$ cat src/rtl/srl16_fifo.sv
// srl16_fifo: first-word-fall-through FIFO built on a bank of SRL16E-style shift
// registers, one per data bit. All bits share one shift enable (CE) and one 4-bit
// read address (A3..A0).
//
// Ports:
//   CLK          clock, rising edge
//   CLR          asynchronous active-high reset (the SRL bank itself is not reset)
//   in_data      write data
//   in_valid     write request
//   in_ready     FIFO can accept a write this cycle (low while CLR is high)
//   out_data     oldest entry, forced to 0 while out_valid is low
//   out_valid    out_data holds a valid entry
//   out_ready    consumer takes out_data this cycle
//   count        occupancy, 0..DEPTH
//   full/empty   count == DEPTH / count == 0
//   almost_full  count >= AFULL_LEVEL
module srl16_fifo #(
    parameter int unsigned WIDTH       = 8,
    parameter int unsigned DEPTH       = 16,
    parameter int unsigned AFULL_LEVEL = 12
) (
    input  logic             CLK,
    input  logic             CLR,
    input  logic [WIDTH-1:0] in_data,
    input  logic             in_valid,
    output logic             in_ready,
    output logic [WIDTH-1:0] out_data,
    output logic             out_valid,
    input  logic             out_ready,
    output logic [4:0]       count,
    output logic             full,
    output logic             empty,
    output logic             almost_full
);

    // Physical taps of one SRL16E; only 0..DEPTH-1 are ever addressed.
    localparam int unsigned SrlTaps  = 16;
    localparam logic [4:0]  DepthCnt = 5'(DEPTH);
    localparam logic [4:0]  AfullCnt = 5'(AFULL_LEVEL);

    localparam logic [1:0] StEmpty  = 2'd0;
    localparam logic [1:0] StActive = 2'd1;
    localparam logic [1:0] StFull   = 2'd2;

    logic [4:0]       count_q, count_d;
    logic [1:0]       state_q, state_d;
    logic             push, pop;
    logic             srl_ce;
    logic [3:0]       srl_addr;
    logic [WIDTH-1:0] srl_q [SrlTaps];
    logic [WIDTH-1:0] srl_d [SrlTaps];
    logic [WIDTH-1:0] srl_dout;

    // Handshakes come from the state register so they fall with CLR at once.
    assign in_ready  = (state_q != StFull) && !CLR;
    assign out_valid = (state_q != StEmpty);
    assign push      = in_valid && in_ready;
    assign pop       = out_valid && out_ready;

    // Occupancy: push and pop together leave count unchanged.
    always_comb begin
        count_d = count_q;
        case ({push, pop})
            2'b10:   count_d = count_q + 5'd1;
            2'b01:   count_d = count_q - 5'd1;
            default: count_d = count_q;
        endcase
    end

    // Control state, kept in lockstep with count.
    always_comb begin
        state_d = state_q;
        case (state_q)
            StEmpty: begin
                if (push) state_d = StActive;
            end
            StActive: begin
                if (push && !pop && (count_q == DepthCnt - 5'd1)) begin
                    state_d = StFull;
                end else if (pop && !push && (count_q == 5'd1)) begin
                    state_d = StEmpty;
                end
            end
            StFull: begin
                if (pop) state_d = StActive;
            end
            default: state_d = StEmpty;
        endcase
    end

    always_ff @(posedge CLK or posedge CLR) begin
        if (CLR) begin
            count_q <= 5'd0;
            state_q <= StEmpty;
        end else begin
            count_q <= count_d;
            state_q <= state_d;
        end
    end

    // SRL bank drive: the newest entry sits at tap 0, so the oldest is at
    // tap count-1. On push+pop the shift moves the next-oldest entry into the
    // unchanged read address.
    assign srl_ce   = push;
    assign srl_addr = (count_q == 5'd0) ? 4'd0 : 4'(count_q - 5'd1);

    always_comb begin
        srl_d = srl_q;
        if (srl_ce) begin
            srl_d[0] = in_data;
            for (int i = 1; i < SrlTaps; i++) begin
                srl_d[i] = srl_q[i-1];
            end
        end
    end

    // Storage has no reset, like the primitive it models.
    always_ff @(posedge CLK) begin
        srl_q <= srl_d;
    end

    assign srl_dout = srl_q[srl_addr];

    // Unwritten SRL contents must never leak out.
    assign out_data    = out_valid ? srl_dout : '0;
    assign count       = count_q;
    assign full        = (count_q == DepthCnt);
    assign empty       = (count_q == 5'd0);
    assign almost_full = (count_q >= AfullCnt);

endmodule

$ cat config.mk
export PLATFORM = sky130hd
export DESIGN_NAME = srl16_fifo
export DESIGN_NICKNAME = d
export VERILOG_FILES = /design/src/rtl/srl16_fifo.sv
export SDC_FILE = /design/constraint.sdc
export NUM_CORES = 1
export LEC_CHECK = 0
export ABC_AREA = 0
export CAP_MARGIN = 20
export CORE_MARGIN = 2
export CORE_UTILIZATION = 59
export DETAILED_ROUTE_END_ITERATION = 7
export PLACE_DENSITY = 0.79
export SYNTH_ARGS = -nofsm -noshare
export SYNTH_HDL_FRONTEND = slang
export SYNTH_SLANG_ARGS = --single-unit
$ cat constraint.sdc
create_clock -name CLK -period 4.86 [get_ports CLK]
set_input_delay 0.972 -clock CLK [delete_from_list [all_inputs] [get_ports CLK]]
set_output_delay 0.972 -clock CLK [all_outputs]
set_load 0.05 [all_outputs]
======== After elaboration in Yosys (flattened, before gate mapping) ========
Cells that the tools add are included.
operators by class
  add/sub/neg operators ................... 2
  $lt $le $gt $ge ......................... 2
  eq/ne operators ......................... 11
  bitwise logic cells ..................... 1
  mux-type cells .......................... 11
  reductions and logical operators ........ 15
operators by type and width
  kind                                                 count
  binary-select mux 8 bit (select 4 bit)               1
  two-way mux 8 bit                                    3
  one-hot mux 5 bit (2 select lines)                   1
  two-way mux 2 bit                                    4
  logical AND 1 bit                                    7
  inequality test 2 bit, second input constant         3
  one-hot mux 2 bit (3 select lines)                   1
  adder 5 x 1 -> 5 bit, second input constant          1
  equality test 5 x 1 -> 1 bit, second input constant  1
  equality test 5 x 4 -> 1 bit, second input constant  1
  equality test 5 bit, second input constant           1
  >= comparator 5 x 4 -> 1 bit, second input constant  1
  >= comparator 5 bit, second input constant           1
  zero test 5 bit                                      1
  inverter 4 -> 5 bit                                  1
  subtractor 5 x 1 -> 5 bit, second input constant     1
  equality test 2 x 1 -> 1 bit, second input constant  2
  equality test 2 bit, second input constant           2
  two-way mux 4 bit                                    1
  nonzero test 2 bit                                   2
  zero test 1 bit                                      3
  inequality test 3 bit, second input constant         1
  AND reduction 3 bit                                  1
  zero test 2 bit                                      1
word-level totals
  flip-flop bits (word level) ............. 135
  input bits .............................. 12
  output and inout port bits .............. 18
  word-level logic and storage cells ...... 60

======== Depth between registers and ports, before layout ========
Gate-level depths: netlist (run 1).
  depth in word-level cells ............... 9
  gate-level depth with buffers ........... 13
  depth with buffers taken out ............ 9

======== Worst setup path before layout (run 1) ========
OpenSTA, ideal clock, no wires.
  path kind ............................... reg2out
  from .................................... register count_q[0], in the netlist count[0]
  to ...................................... output port out_data[0]
  arrival time ............................ 5448 ps
  required time ........................... 3888 ps
  cell stages (with the launch flop) ...... 12
  path buffers ............................ 5
  setup slack ............................. -1560 ps
  cell sequence ........................... dfrtp_1 > buf_2 > inv_2 > buf_1 > buf_1 > ha_1 > or4b_4 > buf_6 > inv_2 > buf_2 > a221oi_1 > a2111oi_0
on the way
  word-level cells in the longest chain between the ends .. 7
  elaborated cells on any way between the ends .. 8
  classes of those cells .................. add/sub: 1; mux: 5; bitwise: 1; reduce/logical: 1
ends and longest elaborated chain
  what                                                   line  text
  start, declared                                        45    logic [4:0] count_q, count_d;
  start signal, assigned                                 96    count_q <= count_d;
  zero test 5 bit                                        -
  via empty                                              32    output logic empty,
  two-way mux 4 bit                                      105   assign srl_addr = (count_q == 5'd0) ? 4'd0 : 4'(count_q - 5'd1);
  inverter 4 -> 5 bit (not written as such)              122   assign srl_dout = srl_q[srl_addr];
  binary-select mux 8 bit (select 4 bit)                 122
  two-way mux 8 bit (not written as such) (2 in series)  122
  two-way mux 8 bit                                      125   assign out_data = out_valid ? srl_dout : '0;
  end, declared                                          27    output logic [WIDTH-1:0] out_data,
The timed path passes the listed nets, and every way through them passes these cells. The select of a mux whose other input is x is not followed.

======== Worst setup path after layout (run 1) ========
  from .................................... register count_q[1], in the netlist count[1]
  to ...................................... output port out_data[7]
on the way
  word-level cells in the longest chain between the ends .. 7
  elaborated cells on any way between the ends .. 8
  classes of those cells .................. add/sub: 1; mux: 5; bitwise: 1; reduce/logical: 1
ends and longest elaborated chain
  what                                                                 line
  subtractor 5 x 1 -> 5 bit / zero test 5 bit (equally long branches)  105
  two-way mux 4 bit (*)                                                105
  inverter 4 -> 5 bit (not written as such) (*)                        122
  binary-select mux 8 bit (select 4 bit) (*)                           122
  two-way mux 8 bit (not written as such) (*) (2 in series)            122
  two-way mux 8 bit (*)                                                125
Every way passes the cells marked *; elsewhere a longest branch is shown, timed or not. The select of a mux whose other input is x is not followed.

==> results.md, run 1 <==
Die:
- The effective utilization at floorplan is 61.53%.
- The height of the chip is roughly 100 um.
- During I/O placement, the number of pins put on the boundary was 30.
- The region available for standard cell placement spans ~0.0093 mm^2.
- The die is between 100 and 150 um wide.
- The floorplan row count is 35.
- The die covers 0.01053 mm^2.

Timing:
- Setup repair after global routing left no endpoint under its margin.
- The transition time at the pin with the least slew margin is roughly 0.82 ns.
- Clock skew on the completed layout was measured at slightly below 0.008 ns.
- The number of max-slew violations in the final report is 0.
- The final number of hold-violating endpoints is 0.
- Setup violations remaining at the end of the flow were counted as 0.
- The worst path uses 95.17% of the clock period.
- Counting I/O delays and the setup requirement, the final critical path takes around 4.6 ns.
- The relative slew slack is about 44%.
- The achievable frequency is approximately 220 MHz.
- Setup slack closes at ~0.23 ns.

Clock network:
- The H-tree was split into 4 levels.
- The number of setup buffers added after CTS is 0.
- In this run, post-CTS hold repair placed 0 buffers.
- The CTS root buffer is sky130_fd_sc_hd__clkbuf_8.
- The number of buffers created by CTS is 17.
- For the worst-skew pair, the clock arrives at the later sink with an insertion delay of 0.53 ns.
- The TritonCTS clock tree is done.
- The count of clock tree sinks is 135.
- Once the clock tree was built, the resizer swapped 0 gates to a different size.
- The clock transition at the registers of the reported paths is 0.06 ns.
- The worst-case clock buffer depth is 2.

Detailed routing:
- The number of vias per cell after detailed routing is 6.237.
- The routed wirelength normalized by instance count is between 20 and 25 um.
- The number of iterations in the first detailed-routing pass is 5.
- The count of nets left with antenna violations once routing finished came out at 0.
- The detailed router finished its first iteration with 356 violations.
- The final routed wirelength across all metal layers is around 11 mm.
- In the routed design, unresolved DRC markers number 0.
- Summing over every cut layer, the via total after detailed routing is roughly 3500.

Critical path:
- The worst register-to-register path ends at state_q[0].
- The startpoint of the most critical setup path is count[1].
- The startpoint of the worst register-to-register path is state_q[0].
- Traced cell by cell, the critical path runs through inv_1 > ha_1 > or4b_4 > and2_4 > mux4_2 > a2111oi_0 > a2111oi_4 > buf_4.
- In this run the worst path has a maximum fanout of 22.
- The kind of end point of the critical path is an output port.
- Across all register-to-register paths, the minimum setup slack is approximately 2.4 ns.
- The sort of element at the start of the critical path is a register.
- The library cell contributing the largest single delay on the critical path is sky130_fd_sc_hd__a2111oi_0.
- The largest stage delay on the critical path is 0.78 ns.
- The termination of the worst setup path is out_data[7].
- The classification of the worst setup path is register to output port.
- The path depth of the worst reg2reg path is 8.
- Data on the critical path is required at its endpoint by about 4 ns.
- The arrival time of data at the critical path endpoint is 3.65 ns.

Layout:
- Compared with the post-synthesis result, the final layout area differs by 20.34%.
- 0 antenna diodes ended up in the layout.
- The most common library cell in the layout ignoring fill and taps is sky130_fd_sc_hd__edfxtp_1.
- The top cell types in the final layout, fill and taps aside, are 128 x sky130_fd_sc_hd__edfxtp_1, 34 x sky130_fd_sc_hd__nand3_1, 31 x sky130_fd_sc_hd__nand2_1, 27 x sky130_fd_sc_hd__o21ai_0, 21 x sky130_fd_sc_hd__clkdlybuf4s50_1.
- The area of all sequential standard cells is between 0.004 and 0.005 mm^2.
- After the last flow step, the layout net total stands at approximately 440.
- Summing all multi-input logic gate instances after layout gives 0.001698 mm^2.
- The proportion of layout cells with a drive suffix above 1 is around 15%.
- The fill cell instance count of the final layout is between 500 and 600.

Flow run:
- The max-capacitance violation count is 0.

Global route:
- The number of antenna violations at the first check in global routing came to 0.
- The overall overflow remaining after global route is 0.
- The via count of the first global-routing pass is roughly 3400.
- For this run, the total global-route usage over all layers was measured as between 20% and 30%.
- The first global-routing pass estimated around 18 mm of wire.
- The pin count of the biggest net entering global routing is between 90 and 100.

Worst hold path:
- The worst hold path was traced through 0 stages.
- The classification of the worst-slack hold path is register to register.
- The worst hold path startpoint is srl_q[24].

Synth:
- Of the total synthesized cell area, the portion taken by XOR and XNOR cells is less than 1%.
- The fraction of synthesized area in multiplexers is around 5.7%.
- The mean post-synth cell area is 14.60 um^2.
- The Yosys step of the flow raised 0 warnings.
- The fraction of the mapped netlist area in compound gates is between 10% and 20%.
- The number of synthesized register bits is around 140.
- The fraction of registers with async set or reset after synthesis is under 10%.
- The number of synthesized flops with an enable pin is 128.
- In the synthesized netlist, the number of instances is about 390.
- Summing the areas of all and, or, nand and nor instances in the mapped netlist gives between 8 and 9% of the synthesized area.
- The flip-flop cell with the highest count after synthesis is sky130_fd_sc_hd__edfxtp_1.
- The number of different library cells in the post-synthesis netlist is 41.
- The largest family of logic cells by synthesized area is compound AO/OA/AOI/OAI gates.
- The synthesized netlist occupies a cell area of roughly 0.0057 mm^2.
- The register area share after synthesis is a little over two thirds.
- The post-synthesis net count is 412.
- The arithmetic-cell share of the synthesized area counting full adders, half adders and majority gates is between 1.5 and 2%.

Placement:
- The half-perimeter wire length after placement is about 6.7 mm.
- Input and output buffers added on the ports amount to 29.
- Routability-driven placement finished with a final weighted congestion of 0.8612.
- Before CTS, the worst setup slack after placement is between 0.8 and 0.9 ns.

Outcome:
- The flow ran to the end, and the final reports show no timing, DRC or antenna violations.
## cell type report
| cell class | count | share of cell area (%) |
|---|---|---|
| flip-flops and latches | 135 | 58.21 |
| clock inverters | 14 | 3.207 |
| multi-input cells | 224 | 24.58 |
| inverters | 8 | 0.4891 |
| repair buffers | 39 | 5.181 |
| well taps | 129 | 2.337 |
| clock buffers | 17 | 5.996 |
## worst max-delay path: cells and delay by family, from the launching register on
| kind | cells | cell delay (ns) |
|---|---|---|
| buf+inv | 2 | 0.36 |
| mux | 1 | 0.30 |
| flops | 1 | 0.44 |
| fa+ha+maj | 1 | 0.21 |
| simple gates | 2 | 0.92 |
| compound gates | 2 | 0.90 |
## metal layers
layer	vias up	wire length, um	share of wire (%)	track usage, %
met3	20	790	6.9	6.373
met1	1743	5035	44	34.62
met4	0	184	1.6	9.436
li1	1612	-	-	-
met2	155	5478	48	33.94
met5	-	0	0	0
## state kept, by name, summed over array words and instances (netlist names)
signal,flops
state_q,2
srl_q,128
count,5
## cells by family (layout without fill, tap and decap cells)
logic type | count (synthesis) | after routing
DFF | 135 | 135
and+or+nand+nor | 100 | 100
AOI/OAI and AO/OA | 92 | 92
buffers and inverters | 34 | 78
muxes | 20 | 20
adders and majority gates | 7 | 7
xor gates and xnor gates | 5 | 5
## cell usage after synthesis (all sizes together) (3+ instances only)
cell,count,share of area (%)
a2111oi,15,2.3
a211o,7,1.1
a21boi,7,0.92
a21oi,21,1.8
a221oi,7,1.1
buf,14,1.4
clkbuf,12,0.78
dfrtp,7,3.1
edfxtp,128,67
ha,7,1.5
inv,8,0.52
mux2i,12,2.1
mux4,8,3.6
nand2,31,2.0
nand2b,3,0.33
nand3,34,3.0
nor2,7,0.46
nor2b,8,0.87
nor3,9,0.78
o21ai,27,2.4
xor2,3,0.46
## worst min-delay path by stage
stage,endpoint,slack (ns)
3_5_place_dp,srl_q[112],0.43
3_3_place_gp,srl_q[67],0.42
5_1_grt,srl_q[33],0.46
2_1_floorplan,srl_q[88],0.42
6_report,srl_q[16],0.45
4_1_cts,srl_q[62],0.45
## per-stage QoR
step                util, %  TNS, ns  cell area, um^2  hold slack (ns)  std cells
floorplan                 -  -0.2311             5871           0.4172        393
CTS                   73.98        0             6900           0.4501        566
global placement      67.16        0             6265           0.4214        535
global route          74.04        0             6907           0.4552        566
finish                74.04        0             6907           0.4471        566
detailed placement    67.16        0             6265           0.4286        535
Power of run 1 is left out: the tool's default activity adds up to more than one toggle a clock period on the data nets, which glitch-free logic cannot reach.
==> run 2, diff against run 1 <==
--- a/config.mk
+++ b/config.mk
@@ -10,6 +10,7 @@
 export CORE_MARGIN = 2
 export CORE_UTILIZATION = 59
 export DETAILED_ROUTE_END_ITERATION = 7
+export GPL_ROUTABILITY_DRIVEN = 0
 export PLACE_DENSITY = 0.79
 export SYNTH_ARGS = -nofsm -noshare
 export SYNTH_HDL_FRONTEND = slang
==> results of run 2 <==
No change in the layout: final DEF, timing and power equal those of run 1.
Power of run 2 is left out for the same reason.
